File: config.mk
export PLATFORM = sky130hd
export DESIGN_NAME = ram_port_ctrl
export DESIGN_NICKNAME = d
export VERILOG_FILES = /design/src/rtl/ram_port_ctrl.sv
export SDC_FILE = /design/constraint.sdc
export NUM_CORES = 1
export LEC_CHECK = 0
export BUFFER_PORTS_ARGS = -buffer_cell sky130_fd_sc_hd__buf_2
export CAP_MARGIN = 10
export CORE_AREA = 2 2 232 234
export CTS_CLUSTER_SIZE = 24
export DETAILED_ROUTE_END_ITERATION = 10
export DIE_AREA = 0 0 234 236
export PLACE_DENSITY = 0.63
export SLEW_MARGIN = 40
export SYNTH_ARGS = -nofsm -noshare
export SYNTH_HDL_FRONTEND = slang
export SYNTH_SLANG_ARGS = --single-unit
File: constraint.sdc
create_clock -name clk -period 29.5 [get_ports clk]
set_clock_uncertainty 0.1 [all_clocks]
set_input_delay 5.9 -clock clk [delete_from_list [all_inputs] [get_ports clk]]
set_output_delay 5.9 -clock clk [all_outputs]
set_load 0.02 [all_outputs]
File: src/rtl/ram_port_ctrl.sv
// ram_port_ctrl: initiator for a single-port 64-bit line RAM.
// The RAM uses active-low ceb/web/bweb and has a 1-cycle registered read.
// Byte-addressed 1/2/4/8-byte loads and stores arrive from the core over valid/ready.
// An access that straddles a 64-bit line is split into two RAM cycles.
// The core gets exactly one response pulse per request.
module ram_port_ctrl #(
  parameter int MEM_AW = 10
) (
  input  logic              clk,
  input  logic              rst,
  input  logic              req_valid_i,
  output logic              req_ready_o,
  input  logic              req_we_i,
  input  logic [31:0]       req_addr_i,
  input  logic [1:0]        req_size_i,
  input  logic              req_unsigned_i,
  input  logic [63:0]       req_wdata_i,
  output logic              rsp_valid_o,
  output logic [63:0]       rsp_rdata_o,
  output logic              mem_ceb_o,
  output logic              mem_web_o,
  output logic [63:0]       mem_bweb_o,
  output logic [MEM_AW-1:0] mem_addr_o,
  output logic [63:0]       mem_wdata_o,
  input  logic [63:0]       mem_rdata_i
);

  typedef enum logic [2:0] {IDLE, ACC0, ACC1, CAP, RESP} state_t;

  localparam logic [MEM_AW-1:0] LINE_ONE = {{(MEM_AW-1){1'b0}}, 1'b1};

  state_t state_q, state_d;

  // Request fields held for the duration of the access
  logic              we_q;
  logic              uns_q;
  logic [1:0]        size_q;
  logic [2:0]        off_q;
  logic              cross_q;
  logic [MEM_AW-1:0] line_q;
  logic [63:0]       whi_q;
  logic [63:0]       mhi_q;
  logic [63:0]       line0_q;

  // Decode of the incoming request
  logic [MEM_AW-1:0] dec_line;
  logic [2:0]        dec_off;
  logic [3:0]        dec_n;
  logic              dec_cross;
  logic [63:0]       dec_dmask;
  logic [7:0]        dec_bm8;
  logic [15:0]       dec_bm;
  logic [127:0]      dec_w128;
  logic [127:0]      dec_m128;
  logic              unused_addr_bits;

  // Load extraction
  logic [127:0]      ld_r128;
  logic [63:0]       ld_low;
  logic [63:0]       ld_result;

  // Next values for the registered outputs
  logic              ceb_d;
  logic              web_d;
  logic [63:0]       bweb_d;
  logic [MEM_AW-1:0] addr_d;
  logic [63:0]       wdata_d;
  logic              rsp_valid_d;
  logic [63:0]       rsp_rdata_d;

  assign req_ready_o      = (state_q == IDLE);
  assign unused_addr_bits = ^req_addr_i[31:MEM_AW+3];

  // Decode line, offset, size masks and the 128-bit aligned store image
  always_comb begin
    dec_line  = req_addr_i[MEM_AW+2:3];
    dec_off   = req_addr_i[2:0];
    dec_n     = 4'd1 << req_size_i;
    dec_cross = ({1'b0, dec_off} + dec_n) > 4'd8;
    dec_dmask = '0;
    dec_bm8   = '0;
    case (req_size_i)
      2'd0: begin dec_dmask = 64'h0000_0000_0000_00FF; dec_bm8 = 8'h01; end
      2'd1: begin dec_dmask = 64'h0000_0000_0000_FFFF; dec_bm8 = 8'h03; end
      2'd2: begin dec_dmask = 64'h0000_0000_FFFF_FFFF; dec_bm8 = 8'h0F; end
      default: begin dec_dmask = '1; dec_bm8 = 8'hFF; end
    endcase
    dec_w128 = {64'h0, req_wdata_i & dec_dmask} << {dec_off, 3'b000};
    dec_bm   = {8'h00, dec_bm8} << dec_off;
    dec_m128 = '0;
    for (int unsigned i = 0; i < 16; i++) begin
      dec_m128[8*i +: 8] = {8{dec_bm[i]}};
    end
  end

  // Merge captured line(s), shift down to the offset, then size-extend
  always_comb begin
    ld_r128 = cross_q ? {mem_rdata_i, line0_q} : {64'h0, mem_rdata_i};
    ld_low  = 64'(ld_r128 >> {off_q, 3'b000});
    case (size_q)
      2'd0:    ld_result = {{56{~uns_q & ld_low[7]}},  ld_low[7:0]};
      2'd1:    ld_result = {{48{~uns_q & ld_low[15]}}, ld_low[15:0]};
      2'd2:    ld_result = {{32{~uns_q & ld_low[31]}}, ld_low[31:0]};
      default: ld_result = ld_low;
    endcase
  end

  // Next state and next registered output values
  // Outputs are computed from the transition, so they are valid in the state they belong to
  always_comb begin
    state_d     = state_q;
    ceb_d       = 1'b1;
    web_d       = 1'b1;
    bweb_d      = '1;
    addr_d      = '0;
    wdata_d     = '0;
    rsp_valid_d = 1'b0;
    rsp_rdata_d = '0;
    case (state_q)
      IDLE: begin
        if (req_valid_i) begin
          state_d = ACC0;
          ceb_d   = 1'b0;
          addr_d  = dec_line;
          if (req_we_i) begin
            web_d   = 1'b0;
            wdata_d = dec_w128[63:0];
            bweb_d  = ~dec_m128[63:0];
          end
        end
      end
      ACC0: begin
        if (cross_q) begin
          state_d = ACC1;
          ceb_d   = 1'b0;
          addr_d  = line_q + LINE_ONE;
          if (we_q) begin
            web_d   = 1'b0;
            wdata_d = whi_q;
            bweb_d  = ~mhi_q;
          end
        end else if (we_q) begin
          state_d     = RESP;
          rsp_valid_d = 1'b1;
        end else begin
          state_d = CAP;
        end
      end
      ACC1: begin
        if (we_q) begin
          state_d     = RESP;
          rsp_valid_d = 1'b1;
        end else begin
          state_d = CAP;
        end
      end
      CAP: begin
        state_d     = RESP;
        rsp_valid_d = 1'b1;
        rsp_rdata_d = ld_result;
      end
      RESP: begin
        state_d = IDLE;
      end
      default: begin
        state_d = IDLE;
      end
    endcase
  end

  // State and registered RAM/response outputs
  always_ff @(posedge clk or posedge rst) begin
    if (rst) begin
      state_q     <= IDLE;
      mem_ceb_o   <= 1'b1;
      mem_web_o   <= 1'b1;
      mem_bweb_o  <= '1;
      mem_addr_o  <= '0;
      mem_wdata_o <= '0;
      rsp_valid_o <= 1'b0;
      rsp_rdata_o <= '0;
    end else begin
      state_q     <= state_d;
      mem_ceb_o   <= ceb_d;
      mem_web_o   <= web_d;
      mem_bweb_o  <= bweb_d;
      mem_addr_o  <= addr_d;
      mem_wdata_o <= wdata_d;
      rsp_valid_o <= rsp_valid_d;
      rsp_rdata_o <= rsp_rdata_d;
    end
  end

  // Capture request fields at accept; first line of a split load during ACC1
  always_ff @(posedge clk or posedge rst) begin
    if (rst) begin
      we_q    <= 1'b0;
      uns_q   <= 1'b0;
      size_q  <= '0;
      off_q   <= '0;
      cross_q <= 1'b0;
      line_q  <= '0;
      whi_q   <= '0;
      mhi_q   <= '0;
      line0_q <= '0;
    end else begin
      if (state_q == IDLE && req_valid_i) begin
        we_q    <= req_we_i;
        uns_q   <= req_unsigned_i;
        size_q  <= req_size_i;
        off_q   <= dec_off;
        cross_q <= dec_cross;
        line_q  <= dec_line;
        whi_q   <= dec_w128[127:64];
        mhi_q   <= dec_m128[127:64];
      end
      if (state_q == ACC1) begin
        line0_q <= mem_rdata_i;
      end
    end
  end

endmodule

==> run_results.csv, run 1 <==
group,metric,value,unit
run_status,outcome,"complete, no violations",
sta,setup_viol,0,
setup_path,timing.critical_path.buf_inv,2,
synthesis,synth.top_cells.by_area,"sky130_fd_sc_hd__dfrtp_1, sky130_fd_sc_hd__mux2_2, sky130_fd_sc_hd__mux2i_1",
sta,max_clock_freq,0.1203,GHz
cts,post_cts.resized_instances,0,
grt,grt_max_degree,139,
detailed_routing,wirelength,59.31,mm
layout,synthToLayoutAreaGrowth,17.88,%
setup_path,crit-reg2reg-launch,"off_q[0]$_DFFE_PP0P_",
setup_path,crit_path_cell_trace,"buf_2 > nor4b_4 > buf_4 > and2_1 > nand2_1 > nor3_2 > a22o_1",
sta,final.hold.worst_slack,0.3233,ns
cts,ctsHtreeMaxLevel,2,
layout,design.final.nets,2100,
grt,antenna_found_initial,8,
detailed_routing,ant_nets,0,
cts,clock_tree.buffer_depth,3,
synthesis,netlist.area_leader.share,40.53,%
cts,ctsHoldBuffers,0,
cts,cts.repair_timing.setup_buffer_count,0,
floorplanning,core_area,0.05307,sq mm
grt,via_count_of_the_first_global_routing_pass,14490,
sta,setup-tns-final,0,ns
layout,area.sequential,0.007455,sq mm
sta,period_needed,8.311,ns
setup_path,regToRegEndpoint,"rsp_rdata_o[52]$_DFF_PP0_",
placement,placedInstanceArea,0.01951,sq mm
cts,cts_inserted_buffers,37,
floorplanning,num_rows,85,
synthesis,synth-edff-count,0,
worst_hold_path,min_delay_path_depth,1,
sta,period_share,28.17,%
detailed_routing,drtPass1Iterations,6,
sta,slew_headroom,42.18,%
cts,cts_root_buf,"sky130_fd_sc_hd__clkbuf_16",
floorplanning,die-area,0.05522,sq mm
sta,unrepaired_setup_endpoints_after_global_routing,"false",
placement,hpwl,39.96,mm
grt,grt_first_pass_wirelength,90.26,mm
worst_hold_path,hold_end,"mem_bweb_o[7]$_DFF_PP1_",
floorplanning,fp.dieH,236,um
floorplanning,initial_utilization,33.39,%
setup_path,crit_slowest_cell,"sky130_fd_sc_hd__nor3_2",
worst_hold_path,worst_hold_path_type,"reg2reg",
synthesis,synth_area,0.01772,sq mm
layout,fillers,5177,
cts,path_clk_slew,0.05,ns
cts,clk_latency,0.56,ns
synthesis,netlist.top_cell.by_area,"sky130_fd_sc_hd__dfrtp_1",
synthesis,seq_area_frac_synth,42.02,%
sta,hold_viol,0,
setup_path,critical_path_arrival,8.68,ns
layout,multi_input_area,0.009134,sq mm
synthesis,synth.distinct_cells,64,
setup_path,r2r_cells,7,
setup_path,cp_max_fo,40,
synthesis,yosysWarnings,0,
setup_path,critical_path_type,"in2reg",
detailed_routing,routed_wire_length_per_instance,22.29,um
cts,clkSinkCount,297,
setup_path,setup.reg_to_reg.worst_slack,25.44,ns
detailed_routing,avgViaCountPerCell,5.667,
sta,tightest_slew,0.8640,ns
detailed_routing,post_route_drc,0,
synthesis,yosys.cell_count.top_type,"sky130_fd_sc_hd__dfrtp_1",
placement,gpl.final_weighted_congestion,0.9222,
detailed_routing,detailedRoute.firstIterationViolations,1599,
synthesis,synth-main-ff-cell,"sky130_fd_sc_hd__dfrtp_1",
setup_path,highest_cell_delay_on_the_worst_timing_path,0.67,ns
placement,buffer_ports.inserted,353,
synthesis,ffs_w_async_s_r_synth,100.0,%
cts,tritoncts_clock_tree,"built",
setup_path,crit_family,"simple AND/OR/NAND/NOR gates",
floorplanning,fp.dieW,234,um
detailed_routing,via_count,15080,
setup_path,endpoint_kind_of_the_worst_setup_timing_path,"flop",
worst_hold_path,holdCritStartpoint,"mhi_q[7]$_DFFE_PP0P_",
synthesis,post_synth_inst_count,1718,
synthesis,average_footprint_of_a_synthesized_cell,10.31,sq um
synthesis,net_count_synth,1890,
layout,final_area,0.02089,sq mm
synthesis,ys_ff_latch,297,
grt,gr-usage-all-layers,21.06,%
grt,grt.overflow.total,0,
setup_path,critPathLaunchType,"primary input",
power,power.static_leakage,0.009493,uW
job,max_cap_violations,0,
power,max-vdd-ir-drop,0.00004169,V
layout,drive_gt1_share,33.69,%
synthesis,synthTopCellsByCount,"sky130_fd_sc_hd__dfrtp_1, sky130_fd_sc_hd__nand2_1, sky130_fd_sc_hd__mux2_2",
setup_path,cp_data_required_time,29.87,ns
power,power_per_cell_area,93.72,mW/mm^2
sta,drv_slew,0,
floorplanning,floorplan.io_pins,373,
==> cell usage in the layout, fill, tap and decap left out, types with 9 or more instances in the layout <==
cell and n:
sky130_fd_sc_hd__a22o_1 62, sky130_fd_sc_hd__dfstp_2 10, sky130_fd_sc_hd__buf_2 352, sky130_fd_sc_hd__mux2_2 130, sky130_fd_sc_hd__dfrtp_1 283, sky130_fd_sc_hd__mux4_2 48, sky130_fd_sc_hd__o22ai_1 15, sky130_fd_sc_hd__nor2_1 73
sky130_fd_sc_hd__diode_2 9, sky130_fd_sc_hd__mux2i_1 128, sky130_fd_sc_hd__o21ai_0 119, sky130_fd_sc_hd__and2_1 22, sky130_fd_sc_hd__a311oi_1 14, sky130_fd_sc_hd__o2bb2ai_1 9, sky130_fd_sc_hd__a22oi_1 12, sky130_fd_sc_hd__nor3_1 24
sky130_fd_sc_hd__a2bb2oi_1 39, sky130_fd_sc_hd__nand3b_1 12, sky130_fd_sc_hd__nand3_1 13, sky130_fd_sc_hd__o21a_1 14, sky130_fd_sc_hd__a211oi_1 31, sky130_fd_sc_hd__inv_1 14, sky130_fd_sc_hd__nand2_1 225, sky130_fd_sc_hd__o211ai_1 18
sky130_fd_sc_hd__clkbuf_16 37, sky130_fd_sc_hd__and3_1 9, sky130_fd_sc_hd__buf_4 16, sky130_fd_sc_hd__a21oi_1 51, sky130_fd_sc_hd__nor2b_1 11
==> layout make-up <==
type | instances | share of cell area [%]
multi-input cells | 1199 | 43.73
clock inverters | 22 | 1.641
diodes | 9 | 0.1078
inverters | 18 | 0.3834
flip-flops and latches | 297 | 35.69
repair buffers | 375 | 9.507
well taps | 696 | 4.169
clock buffers | 45 | 4.768
==> sequential cells by signal, summed over array words and instances, names as in the netlist, 7 cells and up <==
signal and flops:
line_q 10, whi_q 56, line0_q 64, mem_wdata_o 64, mem_addr_o 10, mhi_q 7
mem_bweb_o 8, rsp_rdata_o 64
==> layer usage <==
| metal | wire length [um] | up-vias | global-route usage, % |
|---|---|---|---|
| li1 | - | 6685 | - |
| met1 | 25780 | 7513 | 29.78 |
| met2 | 26520 | 766 | 31.42 |
| met3 | 4688 | 115 | 4.183 |
| met4 | 2322 | 0 | 8.439 |
| met5 | 0 | - | 0 |
==> kinds of logic after synthesis <==
logic type	Yosys count	share of synthesized area, %
buf+inv	222	6.765
flops	297	42.02
simple gates	424	10.73
mux	308	21.72
compound gates	452	17.87
fa+ha+maj	5	0.3955
xor+xnor	10	0.4943
==> through the flow <==
step	total power (uW)	util (%)	setup slack, ns	instances
6_report	1958	39.36	21.19	2661
4_1_cts	1959	39.28	21.21	2652
3_5_place_dp	1443	36.76	20.60	2585
5_1_grt	2065	39.35	20.99	2660
3_3_place_gp	1423	36.63	20.69	2584
2_1_floorplan	1234	-	15.31	1718
==> how the worst max path moves through the flow <==
stage,cells after the start,endpoint,startpoint
2_1_floorplan,1,cross_q$_DFFE_PP0P_,rst
3_3_place_gp,7,mem_wdata_o[4]$_DFF_PP0_,req_valid_i
3_5_place_dp,7,mem_wdata_o[6]$_DFF_PP0_,req_valid_i
4_1_cts,7,mem_wdata_o[6]$_DFF_PP0_,req_valid_i
5_1_grt,7,mem_wdata_o[6]$_DFF_PP0_,req_valid_i
6_report,7,mem_wdata_o[7]$_DFF_PP0_,req_valid_i
==> report_power, final <==
group | internal (uW) | switching, uW | total [uW]
clock network | 313 | 193 | 506
logic | 363 | 480 | 843
registers | 518 | 90.7 | 608
total | 1190 | 764 | 1960
No activity file was read; power rests on OpenSTA's default activity.
==> run 2: changes to the inputs <==
Clock period 29.5 ns to 8.34 ns, I/O delays scaled along.
==> run 2 against run 1 <==
Global-route usage increased by 0.11 points. Largest power group unchanged. Highest routed layer unchanged. Core utilization fell by 0.18 points. Critical path depth is the same. Register-to-register slack worse by 21 ns. Critical endpoint is now mem_wdata_o[1]$_DFF_PP0_. Combinational power grew to 3.5 times the previous value.
==> run_results.csv, run 2 (synthesized netlist as in run 1, its figures left out) <==
group,metric,value,unit
floorplanning,num_rows,85,
cts,ctsHtreeMaxLevel,2,
worst_hold_path,worst_hold_path_type,"reg2reg",
cts,tritoncts_clock_tree,"built",
detailed_routing,ant_nets,0,
floorplanning,fp.dieH,236,um
grt,antenna_found_initial,9,
cts,cts_inserted_buffers,36,
layout,design.final.nets,2104,
sta,unrepaired_setup_endpoints_after_global_routing,"false",
floorplanning,die-area,0.05522,sq mm
sta,max_clock_freq,0.2247,GHz
power,power.static_leakage,0.009444,uW
sta,slew_headroom,40.38,%
sta,setup-tns-final,0,ns
setup_path,cp_data_required_time,8.71,ns
setup_path,setup.reg_to_reg.worst_slack,4.52,ns
layout,biggestRegsByFlops,"line0_q (64), mem_wdata_o (64), rsp_rdata_o (64)",
run_status,outcome,"complete, no violations",
cts,post_cts.resized_instances,0,
detailed_routing,via_count,15180,
placement,gpl.final_weighted_congestion,0.9085,
power,power_per_cell_area,324.3,mW/mm^2
cts,ctsHoldBuffers,0,
layout,final_cell_mix,"sky130_fd_sc_hd__buf_2, sky130_fd_sc_hd__dfrtp_1, sky130_fd_sc_hd__nand2_1",
layout,final_area,0.02079,sq mm
floorplanning,fp.dieW,234,um
placement,placedInstanceArea,0.01953,sq mm
grt,gr-usage-all-layers,21.17,%
placement,buffer_ports.inserted,353,
detailed_routing,wirelength,59.54,mm
cts,cts_root_buf,"sky130_fd_sc_hd__clkbuf_16",
detailed_routing,avgViaCountPerCell,5.697,
sta,timing.final.ws_setup,3.889,ns
sta,setup_viol,0,
floorplanning,initial_utilization,33.39,%
placement,hpwl,40.54,mm
detailed_routing,drtPass1Iterations,6,
layout,synthToLayoutAreaGrowth,17.33,%
setup_path,crit_start,"req_valid_i",
layout,mostFrequentLayoutCell,"sky130_fd_sc_hd__buf_2",
floorplanning,core_area,0.05307,sq mm
setup_path,worst_setup_path_endpoint,"mem_wdata_o[1]$_DFF_PP0_",
sta,period_share,53.36,%
detailed_routing,post_route_drc,0,
placement,dpl_worst_slack,3.381,ns
setup_path,cp_max_fo,30,
layout,fillers,5201,
worst_hold_path,min_delay_path_depth,1,
job,max_cap_violations,0,
setup_path,endpoint_kind_of_the_worst_setup_timing_path,"flop",
sta,tightest_slew,0.8910,ns
grt,grt.overflow.total,0,
cts,cts.repair_timing.setup_buffer_count,0,
setup_path,crit-reg2reg-launch,"off_q[0]$_DFFE_PP0P_",
cts,path_clk_slew,0.06,ns
layout,drive_gt1_share,33.84,%
power,max-vdd-ir-drop,0.0001606,V
detailed_routing,routed_wire_length_per_instance,22.34,um
detailed_routing,detailedRoute.firstIterationViolations,1570,
setup_path,critPathLaunchType,"primary input",
power,design_power_total,6741,uW
setup_path,critical_path_arrival,4.82,ns
floorplanning,floorplan.io_pins,373,
setup_path,regToRegEndpoint,"rsp_rdata_o[1]$_DFF_PP0_",
grt,grt_first_pass_wirelength,90.10,mm
worst_hold_path,holdCritStartpoint,"mhi_q[15]$_DFFE_PP0P_",
grt,via_count_of_the_first_global_routing_pass,14600,
sta,period_needed,4.451,ns
setup_path,r2r_cells,5,
sta,hold_viol,0,
grt,grt_max_degree,89,
cts,clk_latency,0.56,ns
cts,clkSinkCount,297,
cts,clock_tree.buffer_depth,3,
setup_path,critical_path_type,"in2reg",
sta,drv_slew,0,
[run 2: cell count changes in the layout (fill, tap and decap cells not counted), moves of 2 or more]
cell,before,now
sky130_fd_sc_hd__clkinvlp_4,4,8
sky130_fd_sc_hd__buf_12,1,3
sky130_fd_sc_hd__buf_4,16,20
sky130_fd_sc_hd__bufinv_16,8,2
sky130_fd_sc_hd__clkinv_2,4,6
[run 2: layer usage]
metal	track usage, %	vias up	share of wire, %
li1	-	6696	-
met1	29.13	7569	42
met2	32.40	782	46
met3	4.098	136	8.3
met4	8.937	0	4.1
met5	0	-	0
[run 2: critical path, stage by stage]
cell,delay (ns)
sky130_fd_sc_hd__buf_2,0.12
sky130_fd_sc_hd__nor4b_4,0.57
sky130_fd_sc_hd__buf_4,0.52
sky130_fd_sc_hd__and2_1,0.60
sky130_fd_sc_hd__nand2_1,0.38
sky130_fd_sc_hd__nor3_2,0.68
sky130_fd_sc_hd__a22o_1,0.24
[run 2: worst min path at each step]
stage                                           to
after floorplan           mem_bweb_o[15]$_DFF_PP1_
after global placement    mem_bweb_o[15]$_DFF_PP1_
after detailed placement  mem_bweb_o[15]$_DFF_PP1_
after CTS                 mem_bweb_o[15]$_DFF_PP1_
after global routing      mem_bweb_o[15]$_DFF_PP1_
final                     mem_bweb_o[15]$_DFF_PP1_
[run 2: layout make-up]
cell class	count	area [sq um]	area share (%)
antenna	10	25.02	0.1204
clock buffer	44	980.9	4.719
clock inverter	21	214.0	1.029
inverter	18	71.32	0.3431
multi-input combinational	1199	9128	43.91
sequential	297	7455	35.86
tap	696	870.8	4.189
timing repair buffer	380	2044	9.834
[run 2: power breakdown]
| part | switching (uW) | total, uW | internal (uW) |
|---|---|---|---|
| clock network | 684 | 1600 | 915 |
| logic | 1680 | 2970 | 1300 |
| registers | 337 | 2170 | 1830 |
[run 2: per-stage QoR]
| stage | hold WS, ns | util, % | instances |
|---|---|---|---|
| floorplan | 0.2808 | - | 1718 |
| global route | 0.3283 | 39.17 | 2664 |
| global placement | 0.2950 | 36.66 | 2587 |
| finish | 0.3057 | 39.17 | 2665 |
| CTS | 0.3083 | 39.05 | 2654 |
| detailed placement | 0.3006 | 36.80 | 2589 |
==> run 3: changes to the inputs <==
Settings changed: PLACE_DENSITY 0.63 to 0.65.
Clock period 8.34 ns to 4 ns, I/O delays scaled along.
==> run 3 against run 2 <==
Worst setup slack worse by 2.8 ns. Critical path depth is 3 lower. Total power up 110%. Critical path type is now reg2reg. Combinational power grew 110%. Largest cell class unchanged. Sequential cell count stayed put. Core utilization grew 0.36 points. Highest routed layer unchanged.
==> run_results.csv, run 3 (synthesized netlist as in run 1, its figures left out) <==
group,metric,value,unit
run_status,outcome,"complete, no violations",
cts,post_cts.resized_instances,0,
placement,gpl.final_weighted_congestion,0.9325,
grt,grt_max_degree,105,
layout,final_cell_mix,"sky130_fd_sc_hd__buf_2, sky130_fd_sc_hd__dfrtp_1, sky130_fd_sc_hd__nand2_1",
cts,cts.repair_timing.setup_buffer_count,0,
layout,mostFrequentLayoutCell,"sky130_fd_sc_hd__buf_2",
layout,fillers,5212,
grt,via_count_of_the_first_global_routing_pass,14720,
layout,synthToLayoutAreaGrowth,18.40,%
power,power.share.switching,39.14,%
setup_path,critical_path_type,"reg2reg",
cts,ctsHoldBuffers,0,
power,total_switching_power,5578,uW
power,clock_power_share,24.5,%
floorplanning,core_area,0.05307,sq mm
sta,hold_viol,0,
floorplanning,fp.dieW,234,um
placement,hpwl,42.19,mm
sta,tightest_slew,0.9138,ns
cts,clkSinkCount,297,
power,power.combinational.fraction,43.7,%
cts,cts_inserted_buffers,35,
setup_path,crit_start,"cross_q$_DFFE_PP0P_",
setup_path,endpoint_kind_of_the_worst_setup_timing_path,"flop",
power,power_per_cell_area,679.4,mW/mm^2
floorplanning,fp.dieH,236,um
floorplanning,num_rows,85,
sta,unrepaired_setup_endpoints_after_global_routing,"false",
power,power.static_leakage,0.009555,uW
detailed_routing,post_route_drc,0,
sta,setup_viol,0,
layout,layout.cells.non_filler,2679,
setup_path,critical_path_arrival,3.20,ns
job,max_cap_violations,0,
layout,design.final.nets,2121,
power,internal_power,8674,uW
placement,buffer_ports.inserted,353,
power,power_frac_seq,31.8,%
detailed_routing,ant_nets,0,
detailed_routing,wirelength,59.49,mm
cts,ctsHtreeMaxLevel,2,
worst_hold_path,worst_hold_path_type,"in2async",
cts,clk_latency,0.55,ns
sta,drv_slew,0,
layout,biggestRegsByFlops,"line0_q (64), mem_wdata_o (64), rsp_rdata_o (64)",
setup_path,critPathLaunchType,"flop",
detailed_routing,drtPass1Iterations,5,
grt,gr-usage-all-layers,21.13,%
detailed_routing,avgViaCountPerCell,5.698,
floorplanning,die-area,0.05522,sq mm
setup_path,cp_max_fo,29,
sta,slew_headroom,38.44,%
placement,place_inst,2607,
setup_path,cp_data_required_time,4.28,ns
detailed_routing,routed_wire_length_per_instance,22.21,um
grt,grt_first_pass_wirelength,90.17,mm
floorplanning,floorplan.io_pins,373,
detailed_routing,detailedRoute.firstIterationViolations,1405,
cts,tritoncts_clock_tree,"built",
cts,clock_tree.buffer_depth,3,
grt,antenna_found_initial,9,
cts,cts_root_buf,"sky130_fd_sc_hd__clkbuf_16",
sta,final.hold.worst_slack,0.1575,ns
sta,period_needed,2.921,ns
layout,drive_gt1_share,34.19,%
sta,period_share,73.02,%
cts,path_clk_slew,0.06,ns
grt,grt.overflow.total,0,
floorplanning,initial_utilization,33.39,%
power,max-vdd-ir-drop,0.0003118,V
setup_path,crit-reg2reg-launch,"cross_q$_DFFE_PP0P_",
detailed_routing,via_count,15270,
sta,max_clock_freq,0.3424,GHz
run 3: final cells by class:
class / instances / area, sq um / share of cell area (%)
multi-input combinational: 1199 / 9120 / 43.47
tap: 696 / 870.8 / 4.151
clock buffer: 41 / 928.4 / 4.425
inverter: 18 / 71.32 / 0.3400
timing repair buffer: 398 / 2190 / 10.44
antenna: 9 / 22.52 / 0.1074
clock inverter: 21 / 321.6 / 1.533
sequential: 297 / 7455 / 35.53
run 3: final timing paths:
check	endpoint	slack (ns)	depth (start not counted)
worst max-delay path	rsp_rdata_o[3]$_DFF_PP0_	1.08	4
worst max register to register	rsp_rdata_o[3]$_DFF_PP0_	1.08	4
min in group clk	mem_bweb_o[15]$_DFF_PP1_	0.32	1
worst min register to register	mem_bweb_o[15]$_DFF_PP1_	0.32	1
worst min-delay path	whi_q[36]$_DFFE_PP0P_	0.16	2
max in group asynchronous	off_q[1]$_DFFE_PP0P_	2.64	4
run 3: critical path, stage by stage (launching register included):
cell,delay [ns]
sky130_fd_sc_hd__dfrtp_4,0.64
sky130_fd_sc_hd__inv_1,0.54
sky130_fd_sc_hd__buf_4,0.35
sky130_fd_sc_hd__mux4_2,0.56
sky130_fd_sc_hd__a211oi_1,0.53
run 3: power by group through the flow:
stage | combinational [uW] | clock, uW | sequential [uW]
finish | 6230 | 3490 | 4540
global route | 6680 | 3690 | 4640
CTS | 6150 | 3570 | 4520
detailed placement | 6120 | 0 | 4570
global placement | 6000 | 0 | 4520
floorplan | 4640 | 0 | 4470
run 3: metrics by stage:
step	TNS, ns	setup WS (ns)	cell area [sq um]	total power [uW]	util [%]
2_1_floorplan	-240.20	-0.8369	17720	9105	-
3_3_place_gp	0	0.9288	19660	10520	37.04
3_5_place_dp	0	1.020	19670	10690	37.06
4_1_cts	0	1.113	20920	14240	39.42
5_1_grt	0	0.9703	20980	15020	39.53
6_report	0	1.079	20980	14250	39.53
run 3: layer usage:
layer	routed length, um	vias to the layer above	track usage [%]
met5	0	-	0
met4	2661	0	9.187
met3	5323	130	4.292
met2	26890	841	32.17
met1	24610	7572	28.97
li1	-	6722	-
